`config.mk`:
```
export PLATFORM = sky130hd
export DESIGN_NAME = counter_chain
export DESIGN_NICKNAME = d
export VERILOG_FILES = /design/src/rtl/counter_chain.sv
export SDC_FILE = /design/constraint.sdc
export NUM_CORES = 1
export LEC_CHECK = 0
export BUFFER_PORTS_ARGS = -buffer_cell sky130_fd_sc_hd__buf_4
export CORE_UTILIZATION = 56
export CTS_CLUSTER_DIAMETER = 80
export DETAILED_ROUTE_END_ITERATION = 7
export PLACE_DENSITY = 0.81
export RECOVER_POWER = 100
export SLEW_MARGIN = 30
export SYNTH_ARGS = -nofsm -noshare
export SYNTH_HDL_FRONTEND = slang
export SYNTH_SLANG_ARGS = --single-unit
```
`constraint.sdc`:
```
create_clock -name clk -period 2.6 [get_ports clk]
set_input_delay 0.65 -clock clk [delete_from_list [all_inputs] [get_ports clk]]
set_output_delay 0.65 -clock clk [all_outputs]
set_load 0.005 [all_outputs]
```
`src/rtl/counter_chain.sv`:
```
// rtl/counter_chain.sv - cascaded multi-digit up/down counter with scan mux
module counter_chain #(
  parameter int NDIG     = 4,
  parameter int DW       = 4,
  parameter int MOD      = 10,
  parameter int SCAN_DIV = 27000
) (
  input  logic               clk,
  input  logic               rst,
  input  logic               ce,
  input  logic               up,
  input  logic               sat,
  input  logic               load,
  input  logic [NDIG*DW-1:0] di,
  output logic [NDIG*DW-1:0] q,
  output logic               tc,
  output logic               ceo,
  output logic [NDIG-1:0]    an,
  output logic [DW-1:0]      dval
);

  localparam int IW    = (NDIG > 1) ? $clog2(NDIG) : 1;
  localparam int SW    = (SCAN_DIV > 1) ? $clog2(SCAN_DIV) : 1;
  localparam int MODM1 = MOD - 1;
  localparam int DIVM1 = SCAN_DIV - 1;
  localparam int NDM1  = NDIG - 1;

  localparam logic [DW-1:0] DMAX     = MODM1[DW-1:0];
  localparam logic [SW-1:0] DIV_LAST = DIVM1[SW-1:0];
  localparam logic [IW-1:0] IDX_LAST = NDM1[IW-1:0];

  logic [DW-1:0]   dig_q [NDIG];
  logic [DW-1:0]   dig_d [NDIG];
  logic [NDIG-1:0] term;
  logic [NDIG-1:0] step_en;
  logic            count_go;
  logic [SW-1:0]   div_q, div_d;
  logic [IW-1:0]   idx_q, idx_d;

  // Per-digit terminal detect and ripple-free step enables (digit k steps when all lower digits are terminal)
  always_comb begin
    logic run;
    term    = '0;
    step_en = '0;
    run     = 1'b1;
    for (int k = 0; k < NDIG; k++) begin
      term[k]    = up ? (dig_q[k] == DMAX) : (dig_q[k] == '0);
      step_en[k] = run;
      run        = run & term[k];
    end
  end

  assign tc       = &term;
  assign ceo      = ce & ~load & tc & ~sat;
  assign count_go = ce & ~load & ~(sat & tc);

  // Next digit values: load with clamp to MOD-1, otherwise modulo-MOD step or hold
  always_comb begin
    for (int k = 0; k < NDIG; k++) begin
      dig_d[k] = dig_q[k];
      if (load) begin
        if (di[k*DW +: DW] > DMAX) dig_d[k] = DMAX;
        else                       dig_d[k] = di[k*DW +: DW];
      end else if (count_go && step_en[k]) begin
        if (up) dig_d[k] = (dig_q[k] == DMAX) ? '0 : dig_q[k] + 1'b1;
        else    dig_d[k] = (dig_q[k] == '0) ? DMAX : dig_q[k] - 1'b1;
      end
    end
  end

  // Digit registers
  always_ff @(posedge clk) begin
    for (int k = 0; k < NDIG; k++) begin
      if (!rst) dig_q[k] <= '0;
      else      dig_q[k] <= dig_d[k];
    end
  end

  // Pack digits onto the flat count output
  always_comb begin
    q = '0;
    for (int k = 0; k < NDIG; k++) q[k*DW +: DW] = dig_q[k];
  end

  // Free-running scan divider and digit index, independent of counting
  always_comb begin
    div_d = div_q + 1'b1;
    idx_d = idx_q;
    if (div_q == DIV_LAST) begin
      div_d = '0;
      idx_d = (idx_q == IDX_LAST) ? '0 : idx_q + 1'b1;
    end
  end

  // Scan state registers
  always_ff @(posedge clk) begin
    if (!rst) begin
      div_q <= '0;
      idx_q <= '0;
    end else begin
      div_q <= div_d;
      idx_q <= idx_d;
    end
  end

  // One-cold digit select and selected digit value
  always_comb begin
    an        = '1;
    an[idx_q] = 1'b0;
    dval      = dig_q[idx_q];
  end

endmodule

```
Yosys cells after proc, flatten, opt, wreduce, memory -nomap -nowiden --
Memories as Yosys holds them, arrays and structs flattened. A register that Yosys moved wholly into a read port is not among the register bits. Index checks and enable logic that the tools add are counted.
Storage, ports and cells: RAM bits 16, register bits after elaboration 17, memories kept 1, bits of input ports 22
Memories:
- dig_q | depth 4, width 4, read ports 5, clocked after Yosys merged registers in 1, wr ports 4, RTL line 32 | logic [DW-1:0] dig_q [NDIG];
Operators by class: magnitude comparators 6, equal/unequal tests 6, reductions and logical operators 10, mux-type cells 39, add/sub/neg operators 10, bitwise logic cells 16
Operator list (count):
- two-way mux 4 bit | 28
- adder 4 x 1 -> 4 bit, second input constant | 4
- == test 4 bit, second input constant | 4
- greater-than comparator 4 bit, second input constant | 4
- logical NOT 4 bit | 4
- subtractor 4 x 1 -> 4 bit, second input constant | 4
- adder 15 x 1 -> 15 bit, second input constant | 1
- == test 15 bit, second input constant | 1
- AND 1 bit | 7
- two-way mux 1 bit | 7
- two-way mux 2 bit | 3
- logical AND 1 bit | 4
- NOT 1 bit | 4
- NOT 4 bit | 1
- OR 1 bit | 4
- AND reduction 4 bit | 1
- < comparator 2 x 3 -> 1 bit, second input constant | 1
- adder 2 x 1 -> 2 bit, second input constant | 1
- demux 1 bit (select 2 bit) | 1
- == test 2 bit, second input constant | 1
- greater-or-equal comparator 2 x 1 -> 1 bit, second input constant | 1
- OR reduction 2 bit | 1

Logic depth before layout (Yosys ltp) --
Gate-level depths: netlist (run 1). An unclocked memory read counts as a cell.
depth after elaboration 11, mapped depth 8, mapped depth without buffers 6

Worst setup path before layout (run 1) --
Ideal clock, no wire load.
path type input -> output, from input up, to output ceo, required time 1.950 ns, stages on the path 5, path buffers 1, setup slack 0.278 ns, arrival 1.672 ns, cells stage by stage buf_6 nor3_1 o21ai_2 nor4_1 and3_1
On the way: longest elaborated chain between the ends 4
RTL lines:
- from (decl) | RTL line 11 | input logic up,
- two-way mux 1 bit | RTL line 47 | term[k] = up ? (dig_q[k] == DMAX) : (dig_q[k] == '0);
- AND reduction 4 bit * | RTL line 53 | assign tc = &term;
- via tc | RTL line 16 | output logic tc,
- AND 1 bit * (2 in a row) | RTL line 54 | assign ceo = ce & ~load & tc & ~sat;
- to (decl) | RTL line 17 | output logic ceo,
Mark *: on every way through the listed nets, which the timed path passes. The rest lies on a longest branch.

==> results.md, run 1 <==
* Number of synthesis warnings at 0
* FF-to-FF path depth at 6
* Dpl ws at between 0.15 and 0.2 ns
* Worst-Margin Slew at 0.737 ns
* # resized after CTS at 0
* Reg2reg start: dig_q[2][3]$_SDFFE_PN0P_
* Routed wire per std cell at roughly 15 µm
* Root Driver: clkbuf_8
* Total routed wirelength at 6030 µm
* Initial antenna violation count at 0
* Setup crit end kind: output port
* Capturing point of the worst reg2reg path: dig_q[0][1]$_SDFFE_PN0P_
* Max Cap Viol at 0
* CP Launch Type: flop
* Sequential Power Share at roughly 43%
* Clock sinks at 35
* Tot GR Track Use at 26.2%
* Most used DFF post-synth: dfxtp_1
* Distinct cells, synth at just under 60
* Pins Over Slew Limit at 0
* Drt pass-1 iters at 4
* TritonCTS clock tree: done
* Hold WC Path Type: reg -> reg
* Share of cells above drive strength 1 at approximately 20%
* Slowest CP cell: dfxtp_1
* CP max FO at 11
* Worst relative slew slack at 50.2%
* Status: completed
* Worst path max stage delay at 0.55 ns
* Hpwl dp at 4270 µm
* Initial Utilization at between 50% and 60%
* Asr flop ratio synth at 0%
* Pwr dens at approximately 460 nW/µm²
* Sw Pwr at around 390 µW
* Nets at 384
* Comb pwr share at a little over a fifth
* WHS Path Cells at 1
* Clock Latency Late Sink at about 0.30 ns
* Gr ovfl total at 0
* Placer Congestion at roughly 0.90
* Hold Slack at 0.475 ns
* Count of flip-flops with a built-in enable after synthesis at 0
* Residual DRC at 0
* RSZ-0062 raised after global routing: false
* CP Cell Sequence: and3_1 -> o21ai_0 -> nor4_1 -> buf_4 -> and3_1 -> buf_4
* Hold wc startpoint: div_q[0]$_SDFF_PP0_
* Peak Freq at ~400 MHz
* Largest net degree at the start of global routing at 23
* Via/cell ratio at approximately 5.9
* I/O pin total at 48
* Row count at 24
* Port bufs at 47
* Register-to-register setup slack at between 0.2 and 0.3 ns
* Synthesized area at between 2000 and 3000 µm²
* Hold Fails Final Rpt at 0
* Total negative slack at 0 ns
* Crit Path Class: reg -> out
* Setup Buffers After CTS at 0
* Post-synthesis sequential area ratio at ~28%
* Pwr Total at roughly 1.4 mW
* Clk slew on worst S/H paths at about 0.08 ns
* Post-CTS Hold Buffers at 0
* Critical path data required time at between 1.5 and 2 ns
* Final min period at approximately 2.5 ns
* Post-Layout Inst Area at between 2000 and 3000 µm²
* Die W at just under 70 µm
* Post-route ant nets at 0
* Core outline area at roughly 4400 µm²
* CP arrival at about 1.9 ns
* Number of global-route vias before repair at approximately 2200
* Area Overhead vs Synth at 17.4%
* Crit share post-route at between 90% and 100%
* Num CTS Buffers at 5
* Final WS setup at roughly 0.090 ns
* Skew final at between 0.007 and 0.008 ns
* Syn Area/Cell at roughly 8.1 µm²
* Internal cell power at slightly below 1 mW
* Die Span Y at 69.2 µm
* VDD IR max at between 0.0003 and 0.0004 V
* Clock power share at a little over a third
* Leak at between 1 and 1.5 nW
* Min-Delay Endpoint: div_q[0]$_SDFF_PP0_
* Most frequent cells in the layout: dfxtp_1 (35), buf_4 (35), nor2_1 (29)
* Antenna cells at 0
* Mapped Cells at 312
* Syn Nets at between 300 and 400
* Via Count at 2436
* Total die area at 4790 µm²
* FF+latch count, synth at 35
* Htree depth at 2
* 1st-iter DRT viols at around 180
* Placed cell areas at between 2000 and 3000 µm²
* Final setup fails at 0
* First-pass GRT wire length at approximately 10000 µm
* Switching share of power at approximately 29%
* Clock Tree Buf Depth at 2
[worst max-delay path by stage]
stage	slack [ns]	end	start	cells past startpoint
after global routing	0.03	ceo	dig_q[2][3]$_SDFFE_PN0P_	6
after detailed placement	0.16	ceo	up	7
after floorplan	0.28	ceo	up	5
after global placement	0.15	ceo	up	7
after CTS	0.13	ceo	dig_q[0][3]$_SDFFE_PN0P_	6
final	0.09	ceo	dig_q[2][3]$_SDFFE_PN0P_	6
[Yosys cell counts, types with 2 or more instances]
library cell	instances	area, µm²
nand3_1	12	60.1
nor3_1	9	45.0
a211oi_1	2	15.0
o31a_1	2	17.5
inv_1	16	60.1
o22ai_1	4	25.0
nand2b_1	5	31.3
clkbuf_1	17	63.8
o311ai_0	2	17.5
nand2_1	17	63.8
nor3_2	2	20.0
and3_1	9	56.3
o21ai_0	19	95.1
nor2_1	29	109
xnor2_1	12	105
xor2_1	11	96.3
ha_1	5	62.6
o211ai_2	2	25.0
a21oi_1	12	60.1
o21a_1	6	45.0
o211ai_1	2	15.0
nand4_1	8	50.1
nor3b_1	2	15.0
a31oi_1	2	12.5
nand4b_1	3	26.3
o21ai_2	2	17.5
and2_1	2	12.5
nor2b_1	8	50.1
mux2i_1	7	70.1
a21boi_0	3	22.5
buf_6	2	22.5
and3b_1	2	17.5
o21bai_1	3	22.5
o31ai_1	5	37.5
mux4_2	4	90.1
nor4_1	3	18.8
buf_2	6	30.0
dfxtp_1	35	701
[critical path: cells and delay by family, from the launching register on]
kind	cells	cell delay, ns
flip-flops	1	0.55
AND/OR/NAND/NOR	3	0.63
AO/OA/AOI/OAI	1	0.13
buffers and inverters	2	0.26
[state kept, by name (all words and copies together) (netlist names), named ones only]
| register | cells |
|---|---|
| div_q | 15 |
| dig_q | 16 |
| idx_q | 2 |
[per-layer routing]
metal  wire length [µm]  up-vias  GRT usage (%)
li1                   -     1211              -
met1               2600     1153           31.7
met2               3010       62           45.5
met3                333       10           6.54
met4                 77        0           8.16
met5                  0        -              0
[stage by stage]
| step | instances | util (%) |
|---|---|---|
| floorplan | 312 | - |
| detailed placement | 402 | 67.8 |
| global route | 410 | 68.2 |
| finish | 410 | 68.2 |
| CTS | 410 | 70.3 |
| global placement | 402 | 67.8 |
[kinds of logic (layout without fill, tap and decap cells)]
kind of cell,Yosys count,count (layout),share of synthesized area [%]
adder cells (fa/ha/maj),5,5,2.47
buffers and inverters,41,87,6.98
XOR/XNOR,23,23,7.97
multiplexers,11,11,6.33
AO/OA/AOI/OAI,78,78,21.9
AND/OR/NAND/NOR,119,119,26.7
flip-flops,35,35,27.7
[power groups by stage]
stage                     Clock [mW]  Combinational, mW  Sequential [mW]
final                          0.496              0.290            0.587
after global routing           0.526              0.322            0.591
after CTS                      0.503              0.309            0.587
after detailed placement           0              0.306            0.599
after global placement             0              0.300            0.598
after floorplan                    0              0.200            0.587
[final cells by class]
class                           instances  area [µm²]
Sequential cell                        35         701
Inverter                               16        60.1
Multi-Input combinational cell        236        1600
Clock buffer                            5        68.8
Tap cell                               52        65.1
Fill cell                             399        1390
Timing Repair Buffer                   63         432
Clock inverter                          3        43.8
No activity file was read; power rests on OpenSTA's default activity.
==> inputs of run 2 (changes only) <==
--- a/config.mk
+++ b/config.mk
@@ -9,8 +9,10 @@
 export CORE_UTILIZATION = 56
 export CTS_CLUSTER_DIAMETER = 80
 export DETAILED_ROUTE_END_ITERATION = 7
+export GPL_TIMING_DRIVEN = 0
 export PLACE_DENSITY = 0.81
 export RECOVER_POWER = 100
+export SETUP_SLACK_MARGIN = 0.5
 export SLEW_MARGIN = 30
 export SYNTH_ARGS = -nofsm -noshare
 export SYNTH_HDL_FRONTEND = slang
==> run 2 against run 1 <==
Against the previous run:
- cell area is 11% higher
- non-clock buffer count is 20 higher
- largest power group unchanged
- largest cell class unchanged
- wire length is 17% higher
- die area stayed put
==> results.md, run 2 (synthesis results as in run 1) <==
* Htree depth at 2
* Via/cell ratio at just over 6
* I/O pin total at 48
* Pwr Total at approximately 1.5 mW
* Total negative slack at 0 ns
* RSZ-0062 raised after global routing: true
* TritonCTS clock tree: done
* Initial Utilization at approximately three fifths
* Residual DRC at 0
* Hold Slack at 0.478 ns
* Register-to-register setup slack at 0.26 ns
* Leak at around 1.3 nW
* Switching share of power at 29.0%
* Status: completed
* Reg2reg start: dig_q[2][3]$_SDFFE_PN0P_
* Hold Fails Final Rpt at 0
* Clock sinks at 35
* Crit share post-route at a little over nine tenths
* Largest registers: dig_q: 16 flops, div_q: 15 flops, idx_q: 2 flops
* Largest net degree at the start of global routing at 12
* Max Cap Viol at 0
* Total routed wirelength at slightly above 7000 µm
* Crit Path Class: in -> out
* Setup crit end: ceo
* Clock power share at about a third
* Crit path launch: up
* Drt pass-1 iters at 5
* Number of flip-flops under the largest register name at 16
* Commonest non-fill, non-tap cell in the layout: buf_4
* Final setup fails at 0
* Clock Tree Buf Depth at 2
* 1st-iter DRT viols at ~260
* Gr ovfl total at 0
* Number of global-route vias before repair at 2478
* CP max FO at 5
* Initial antenna violation count at 0
* Core outline area at 4350 µm²
* Worst path max stage delay at approximately 0.3 ns
* CP Cell Sequence: buf_12 -> buf_16 -> nor3_2 -> o21ai_4 -> nor4_4 -> and3_1 -> buf_4
* Die W at around 69 µm
* Worst-Margin Slew at approximately 0.8 ns
* Final min period at 2.46 ns
* Total die area at 4790 µm²
* Comb pwr share at between 20% and 30%
* Routed wire per std cell at approximately 16 µm
* Setup crit end kind: output port
* Internal cell power at 1.05 mW
* Hpwl dp at roughly 4600 µm
* Post-route ant nets at 0
* Slowest CP cell: nor4_4
* VDD IR max at around 0.00038 V
* Sw Pwr at ~430 µW
* Worst relative slew slack at approximately 46%
* Antenna cells at 0
* CP Launch Type: input pin
* Area Overhead vs Synth at 30.1%
* Clock Latency Late Sink at about 0.3 ns
* Peak Freq at about 410 MHz
* Placer Congestion at between 0.8 and 0.9
* Clk slew on worst S/H paths at roughly 0.07 ns
* Skew final at approximately 0.013 ns
* First-pass GRT wire length at approximately 11000 µm
* Die Span Y at approximately 69 µm
* Share of cells above drive strength 1 at 27.5%
* CP arrival at roughly 1.8 ns
* Largest Register: dig_q
* Fin util at 75.6%
* Hold WC Path Type: reg -> reg
* Via Count at 2651
* FF-to-FF path depth at 7
* Pwr dens at ~450 nW/µm²
* Port bufs at 47
* Pins Over Slew Limit at 0
* Nets at slightly above 400
* Row count at 24
* Most frequent cells in the layout: buf_4 (46), dfxtp_1 (33), nor2_1 (26)
* Capturing point of the worst reg2reg path: dig_q[0][1]$_SDFFE_PN0P_
* Root Driver: clkbuf_8
* Tot GR Track Use at ~30%
* Critical path data required time at ~2 ns
* Sequential Power Share at 39.5%
* Num CTS Buffers at 5
==> run 2: worst min-delay path by stage <==
stage / from / cells after the start / slack, ns / endpoint
floorplan: div_q[0]$_SDFF_PP0_ / 1 / 0.43 / div_q[0]$_SDFF_PP0_
global placement: div_q[0]$_SDFF_PP0_ / 1 / 0.45 / div_q[0]$_SDFF_PP0_
detailed placement: div_q[0]$_SDFF_PP0_ / 1 / 0.46 / div_q[0]$_SDFF_PP0_
CTS: div_q[0]$_SDFF_PP0_ / 1 / 0.48 / div_q[0]$_SDFF_PP0_
global route: div_q[0]$_SDFF_PP0_ / 1 / 0.51 / div_q[0]$_SDFF_PP0_
finish: div_q[0]$_SDFF_PP0_ / 1 / 0.48 / div_q[0]$_SDFF_PP0_
==> run 2: stage by stage <==
| stage | instances | setup slack (ns) | instance area (µm²) |
|---|---|---|---|
| after floorplan | 312 | 0.375 | 2560 |
| after global placement | 411 | 0.111 | 2980 |
| after detailed placement | 411 | 0.0998 | 2980 |
| after CTS | 427 | 0.226 | 3320 |
| after global routing | 430 | 0.110 | 3290 |
| final | 430 | 0.136 | 3290 |
==> run 2: power groups by stage <==
stage | Clock [mW] | Combinational, mW | Sequential [mW]
after floorplan | 0 | 0.207 | 0.589
after global routing | 0.543 | 0.399 | 0.587
after detailed placement | 0 | 0.316 | 0.592
final | 0.521 | 0.374 | 0.584
after CTS | 0.531 | 0.364 | 0.583
after global placement | 0 | 0.311 | 0.591
==> run 2: final cells by class <==
cell class	instances	area, µm²
clock inverters	2	35.0
fillers	346	1060
well taps	52	65.1
inverters	16	60.1
flip-flops and latches	35	703
clock buffers	6	82.6
repair buffers	58	460
plain buffers	25	196
multi-input cells	236	1690
==> run 2: critical path, delay by kind of cell <==
| kind | cells | cell delay (ns) |
|---|---|---|
| AO/OA/AOI/OAI | 1 | 0.10 |
| buffers and inverters | 3 | 0.34 |
| AND/OR/NAND/NOR | 3 | 0.72 |
==> run 2: what timing repair did <==
action | in CTS | in global routing
buffers inserted | 7 | 3
endpoints found under the setup margin | 6 | 7
cloned | 1 | 0
gates resized for setup | 50 | 30
pin swaps | 6 | 3
hold buffers | 0 | 0
==> run 2: layer usage <==
metal | vias to the layer above | global-route usage, % | wire length, µm
met5 | - | 0 | 0
met4 | 0 | 10.2 | 180
met1 | 1249 | 36.0 | 2850
met2 | 123 | 51.3 | 3560
met3 | 21 | 5.23 | 483
li1 | 1258 | - | -
